**config.mk**
```make
export PLATFORM = sky130hd
export DESIGN_NAME = sipo_collector
export DESIGN_NICKNAME = d
export VERILOG_FILES = /design/src/rtl/sipo_collector.sv
export SDC_FILE = /design/constraint.sdc
export NUM_CORES = 1
export LEC_CHECK = 0
export BUFFER_PORTS_ARGS = -buffer_cell sky130_fd_sc_hd__buf_2
export CAP_MARGIN = 20
export CORE_AREA = 2 2 39 41
export DETAILED_ROUTE_END_ITERATION = 10
export DIE_AREA = 0 0 41 43
export PLACE_DENSITY = 0.65
export SYNTH_ARGS = -nofsm -noshare
export SYNTH_HDL_FRONTEND = slang
export SYNTH_SLANG_ARGS = --single-unit
```
**constraint.sdc**
```tcl
create_clock -name clk -period 1.4 [get_ports clk]
set_input_delay 0.28 -clock clk [delete_from_list [all_inputs] [get_ports clk]]
set_output_delay 0.28 -clock clk [all_outputs]
set_load 0.1 [all_outputs]
```
**src/rtl/sipo_collector.sv**
```systemverilog
`default_nettype none
// +----------------------------------------------------------------------------+
// | sipo_collector: serial-in/parallel-out word assembler with a one-word      |
// | output buffer and sticky overrun. Optional macro: SIPO_PARITY_EN.          |
// | Revision: 1.0                                                              |
// +----------------------------------------------------------------------------+
module sipo_collector #(
   parameter int WIDTH = 4
) (
   input  logic             clk,
   input  logic             reset,
   input  logic             enable,
   input  logic             in,
   input  logic             clear,
   input  logic             ready,
   output logic [WIDTH-1:0] data,
   output logic             valid,
   output logic             overrun,
   output logic             parity
);

   localparam int            CW     = (WIDTH > 2) ? $clog2(WIDTH) : 1;
   localparam logic [CW-1:0] c_last = CW'(WIDTH - 1);

   typedef enum logic [0:0] {
      EMPTY = 1'b0,
      FULL  = 1'b1
   } state_t;

   state_t           r_state;
   state_t           w_next;
   logic [WIDTH-1:0] r_shift;
   logic [CW-1:0]    r_count;
   logic [WIDTH-1:0] r_data;
   logic             r_overrun;
   logic             w_complete;
   logic             w_load;
   logic             w_drop;
   logic [WIDTH-1:0] w_word;

   // clear outranks enable, so a clearing edge can never complete a word
   assign w_complete = enable && !clear && (r_count == c_last);
   assign w_word     = {in, (WIDTH-1)'(r_shift >> 1)};

   always_ff @(posedge clk or negedge reset) begin
      if (!reset) begin
         r_shift <= '0;
         r_count <= '0;
      end else if (clear) begin
         r_shift <= '0;
         r_count <= '0;
      end else if (enable) begin
         r_shift <= w_word;
         r_count <= w_complete ? '0 : r_count + 1'b1;
      end
   end

   always_ff @(posedge clk or negedge reset) begin
      if (!reset) r_state <= EMPTY;
      else        r_state <= w_next;
   end

   always_comb begin
      w_next = r_state;
      w_load = 1'b0;
      w_drop = 1'b0;
      case (r_state)
         EMPTY: begin
            if (w_complete) begin
               w_load = 1'b1;
               w_next = FULL;
            end
         end
         FULL: begin
            if (w_complete) begin
               // an accept on the same edge frees the slot for the new word
               if (ready) w_load = 1'b1;
               else       w_drop = 1'b1;
            end else if (ready) begin
               w_next = EMPTY;
            end
         end
         default: w_next = EMPTY;
      endcase
   end

   always_ff @(posedge clk or negedge reset) begin
      if (!reset) begin
         r_data    <= '0;
         r_overrun <= 1'b0;
      end else begin
         if (w_load)     r_data    <= w_word;
         if (clear)      r_overrun <= 1'b0;
         else if (w_drop) r_overrun <= 1'b1;
      end
   end

   assign data    = r_data;
   assign valid   = (r_state == FULL);
   assign overrun = r_overrun;

`ifdef SIPO_PARITY_EN
   logic r_parity;

   always_ff @(posedge clk or negedge reset) begin
      if (!reset)      r_parity <= 1'b0;
      else if (w_load) r_parity <= ^w_word;
   end

   assign parity = r_parity;
`else
   assign parity = 1'b0;
`endif

endmodule
`default_nettype wire
```
=== After elaboration in Yosys (flattened, before gate mapping) ===
Index checks and enable logic that the tools add are counted.

* Flip-flop bits (word level): 12
* Latch bits: 0
* Bits in writable memories: 0
* Bits in read-only memories: 0
* Bits of input ports: 6
* Logic and storage cells: 29
* Memories kept: 0

* Add/sub/neg operators: 1
* Multipliers: 0
* Div/mod/pow operators: 0
* Magnitude comparators: 0
* Eq/ne operators: 1
* Shifts and indexed selects: 0
* Muxes and demuxes: 16
* Bitwise logic cells: 1
* Reductions and logical operators: 5

{| class="wikitable"
|+ Operators by type and width
! kind !! number
|-
| $mux 1 || 9
|-
| $mux 4 || 2
|-
| $mux 2 || 3
|-
| $pmux 1 s2 || 2
|-
| $reduce_bool 2->1 || 2
|-
| $add 2x1->2 const B || 1
|-
| $eq 2x2->1 const B || 1
|-
| $logic_and 1x1->1 || 2
|-
| $logic_not 1->1 || 1
|-
| $not 1->1 || 1
|}

=== Longest topological paths before layout ===
* Word-level depth: 7
* Mapped depth: 4
* Mapped depth without buffers: 4

=== Least setup slack after synthesis ===
No wires, ideal clock.

* Path kind: flip-flop to flip-flop
* From: register r_state (netlist: valid)
* To: register r_data[0] (netlist: data[0])
* Arrival time: 1592 ps
* Required time: 1274 ps
* Setup slack: -319 ps
* Stages on the path, launching flop included: 4
* Path buffers: 0
* Period minus slack after synthesis: 1719 ps
* Cell sequence: dfrtp_1 nor2b_4 nor3_4 mux2_4

* Longest elaborated chain between the ends: 2

{| class="wikitable"
|+ RTL lines
! what !! RTL line !! text
|-
| start, declared || 30 || <nowiki>state_t r_state;</nowiki>
|-
| start signal, assigned || 60 || <nowiki>else r_state <= w_next;</nowiki>
|-
| $not 1->1 || - ||
|-
| $pmux 1 s2 * || 67 || <nowiki>case (r_state)</nowiki>
|-
| end signal, assigned || 92 || <nowiki>if (w_load) r_data <= w_word;</nowiki>
|-
| end, declared || 34 || <nowiki>logic [WIDTH-1:0] r_data;</nowiki>
|}

Every way passes the cells marked *; elsewhere a longest branch is shown, timed or not.
A chain may end at the register's enable or synchronous reset.

=== Final worst setup path ===
Ends and elaborated chain as after synthesis.

==> results <==
- For this block, the initial DRC count from the detailed router was 3.
- The cell family contributing the most delay on the critical path is flip-flops.
- The final setup skew is 0.00365 ns.
- Synthesis handed over a netlist of 36 instances.
- The flow ran to the end, and the final reports show no timing, DRC or antenna violations.
- The min-delay analysis places its worst path in the category in -> reg.
- The data arrival time of the worst path is 1.50 ns.
- The max-slew violation total from the final report is 0.
- In this run, flip-flops and latches consume 47.9% of the power.
- Summed over all instances, the cell type with the most area after synthesis is sky130_fd_sc_hd__dfrtp_1.
- The leakage power total is 0.325 nW.
- The initial utilization of the core area, before any placement, comes to 36.7%.
- In the synthesized netlist the dominant register cell turns out to be sky130_fd_sc_hd__dfrtp_1.
- Summed over all layers, the global routing overflow is 0.
- In this run, synthesis inferred 0 flip-flops with an integrated enable.
- The internal portion of the total power is 0.494 mW.
- The cell area after technology mapping is 508 sq um.
- The first detailed-routing pass took 4 iterations.
- The ratio of routed vias to standard cells is 4.75.
- The global routing usage summed across all routing layers is 11.2%.
- The global-route wire length before repair is 1.32 mm.
- The ratio of final minimum period to clock period is 96.3%.
- After clock tree synthesis, the clock-pin slew on the worst setup and hold paths is ~0.070 ns.
- Max-cap violations in this run came to 0.
- 0 antenna diodes ended up in the layout.
- The post-route antenna net violation count is 0.
- The final layout net count is 60.
- The sum of buffers and inverters on the critical path is 0.
- In this run the most critical hold path is launched from in.
- Measured in cells, the most critical reg-to-reg path has a length of 3.
- The standard-cell row count is 14.
- The congestion estimate from routability-driven global placement came to ~0.7.
- Setup slack closes at 0.0517 ns.
- The number of input and output port buffers inserted is 11.
- The worst-case IR drop observed on VDD is 0.500 mV.
- The worst hold path was traced through 2 stages.
- The source-to-sink clock delay at the later pin of the worst-skew pair is 0.26 ns.
- The fill cell instance count of the final layout is 132.
- In this run the deepest clock path goes through 2 buffers.
- The critical-path maximum fanout is 4.
- The clock sink count is 11.
- The placed instances occupy a cell area of ~590 sq um.
- The tree is rooted in a sky130_fd_sc_hd__clkbuf_4.
- The worst setup path category is reg -> reg.
- The number of top-level pins is 13.
- The share of total power dissipated in the clock network is around 29%.
- The terminus of the critical flop-to-flop path is data[0].
- The slowest cell on the critical path is sky130_fd_sc_hd__dfrtp_4.
- The total nets after synthesis is 43.
- The share of cells above drive strength 1 is 50.0%.
- The core footprint is 1380 sq um.
- In this run, CTS created clock tree buffers numbering 3.
- The number of hold violations in the final report is 0.
- The finished cells cover approximately 630 sq um.
- The critical path launch point type is a flop.
- The residual DRC count is 0.
- The fraction of power spent switching nets is 32.1%.
- The path with the worst hold slack has its endpoint at data[3].
- Setup violations remaining at the end of the flow were counted as 0.
- The data required time at the worst endpoint is 1.55 ns.
- Prior to clock tree synthesis, the placed netlist has a worst setup slack of 0.0336 ns.
- In this run the horizontal extent of the chip is about 40 um.
- The routed via count is 323.
- The initial antenna violation count is 0.
- The layout overhead on the synthesized area is 24.6%.
- The Yosys step of the flow raised 0 warnings.
- The die is 43 um tall.
- Dividing total power by cell area gives a power density of 1150 nW/um^2.
- The worst path in the final design needs a cycle of 1.35 ns, including I/O delays and setup.
- The critical path goes through nor2b_4 > nor3_4 > mux2_4.
- The share of synthesized registers carrying an async set or reset is 100%.
- STA classifies the critical path endpoint as a flop.
- Dividing the detail-routed wire length by the instance count gives roughly 12 um.
- The CTS tree is yes.
- The floorplan step defined a die boundary enclosing 1760 sq um.
- The synthesized design devotes to its leading area cell type approximately 54% of total area.
- Averaged over all synthesized cells, the footprint is 14.1 sq um.
- Entering global routing, the biggest net connects 12 pins.
- The combinational share of power is 23.1%.
- The delay of the slowest critical-path stage is 0.47 ns.
- Setup repair after global routing left no endpoint under its margin.
- The total power draw is 0.727 mW.
- The commonest cells after synthesis are sky130_fd_sc_hd__dfrtp_1 (11), sky130_fd_sc_hd__nor2_1 (6), sky130_fd_sc_hd__mux2_4 (4), sky130_fd_sc_hd__mux2i_1 (4), sky130_fd_sc_hd__buf_6 (2).
- Derived from the worst setup path, the maximum achievable clock frequency is 0.742 GHz.
- In the post-synthesis netlist, the biggest area contributors are sky130_fd_sc_hd__dfrtp_1 (54%), sky130_fd_sc_hd__mux2_4 (12%), sky130_fd_sc_hd__mux2i_1 (7.9%), sky130_fd_sc_hd__buf_6 (4.4%), sky130_fd_sc_hd__nor2_1 (4.4%).
- The share of synthesized area occupied by flip-flops and latches is 54.2%.
- In this run the number of H-tree levels came out at 1.
- The synthesized design contains 11 register bits.
- The unique cell type count in the Yosys netlist is 14.
- The flop-to-flop setup slack is 0.05 ns.
- The launch point of the worst reg-to-reg path is valid.
- The switching power total is 0.233 mW.
- For this block, the routed nets add up to ~800 um of wire.
- Yosys instantiated no cell more often than sky130_fd_sc_hd__dfrtp_1.
- The number of global-route vias before repair is around 300.
==> worst max path at each step <==
stage	end	from	cells after the start
global route	data[1]	r_count[0]	4
CTS	data[0]	r_count[0]	4
floorplan	data[0]	valid	3
finish	data[0]	valid	3
detailed placement	data[0]	r_count[0]	4
global placement	data[2]	r_count[1]	4
==> kinds of logic after synthesis <==
logic type | Yosys count | share of synthesized area [%]
flip-flops | 11 | 54.2
other | 1 | 0.738
adder cells (fa/ha/maj) | 1 | 2.46
AND/OR/NAND/NOR | 9 | 12.6
XOR/XNOR | 1 | 1.72
buffers and inverters | 3 | 5.91
multiplexers | 8 | 19.7
AO/OA/AOI/OAI | 2 | 2.71
==> placed cells by master (no fill, tap or decap), types with 3 or more instances in the layout <==
master                     netlist  final
sky130_fd_sc_hd__mux2_4          4      4
sky130_fd_sc_hd__nor2_1          6      6
sky130_fd_sc_hd__buf_2           0     10
sky130_fd_sc_hd__clkbuf_4        0      3
sky130_fd_sc_hd__buf_4           1      3
sky130_fd_sc_hd__dfrtp_1        11     10
sky130_fd_sc_hd__mux2i_1         4      4
==> sequential cells by signal (all words and copies together), names as in the netlist <==
register  count
r_shift       3
data          4
overrun       1
valid         1
r_count       2
==> through the flow <==
stage / hold slack [ns] / TNS, ns / util, % / instances
after floorplan: -0.0156 / -0.221 / - / 36
after global placement: 0.161 / 0 / 42.4 / 62
after detailed placement: 0.161 / 0 / 42.4 / 62
after CTS: 0.264 / 0 / 45.0 / 67
after global routing: 0.257 / 0 / 45.8 / 68
final: 0.268 / 0 / 45.8 / 68
==> power groups by stage <==
stage	Clock (mW)	Combinational, mW	Sequential [mW]
after floorplan	0	0.0612	0.425
after global placement	0	0.165	0.354
after detailed placement	0	0.165	0.354
after CTS	0.220	0.168	0.348
after global routing	0.232	0.180	0.351
final	0.211	0.168	0.348
==> metal layers <==
| metal | track usage, % | vias to the layer above | routed length [um] |
|---|---|---|---|
| li1 | - | 151 | - |
| met1 | 16.9 | 160 | 391 |
| met2 | 13.8 | 12 | 364 |
| met3 | 2.09 | 0 | 47 |
| met4 | 8.00 | 0 | 0 |
| met5 | 0 | - | 0 |
==> worst register-to-register path, cell delays in order, from the launching register on <==
cell	delay, ns
sky130_fd_sc_hd__dfrtp_4	0.47
sky130_fd_sc_hd__nor2b_4	0.14
sky130_fd_sc_hd__nor3_4	0.28
sky130_fd_sc_hd__mux2_4	0.33
==> layout make-up <==
type | count | area (sq um) | area share [%]
Sequential cell | 11 | 279 | 44.1
Multi-Input combinational cell | 22 | 205 | 32.4
Timing Repair Buffer | 15 | 103 | 16.2
Clock buffer | 4 | 26.3 | 4.15
Tap cell | 16 | 20.0 | 3.16
==> repair_timing <==
action / CTS / global route
resized for setup: 0 / 1
hold buffers: 1 / 0
setup buffers: 0 / 1
hold endpoints to repair: 11 / 0
endpoints found under the setup margin: 0 / 4
Power figures use the tool's default switching activity.
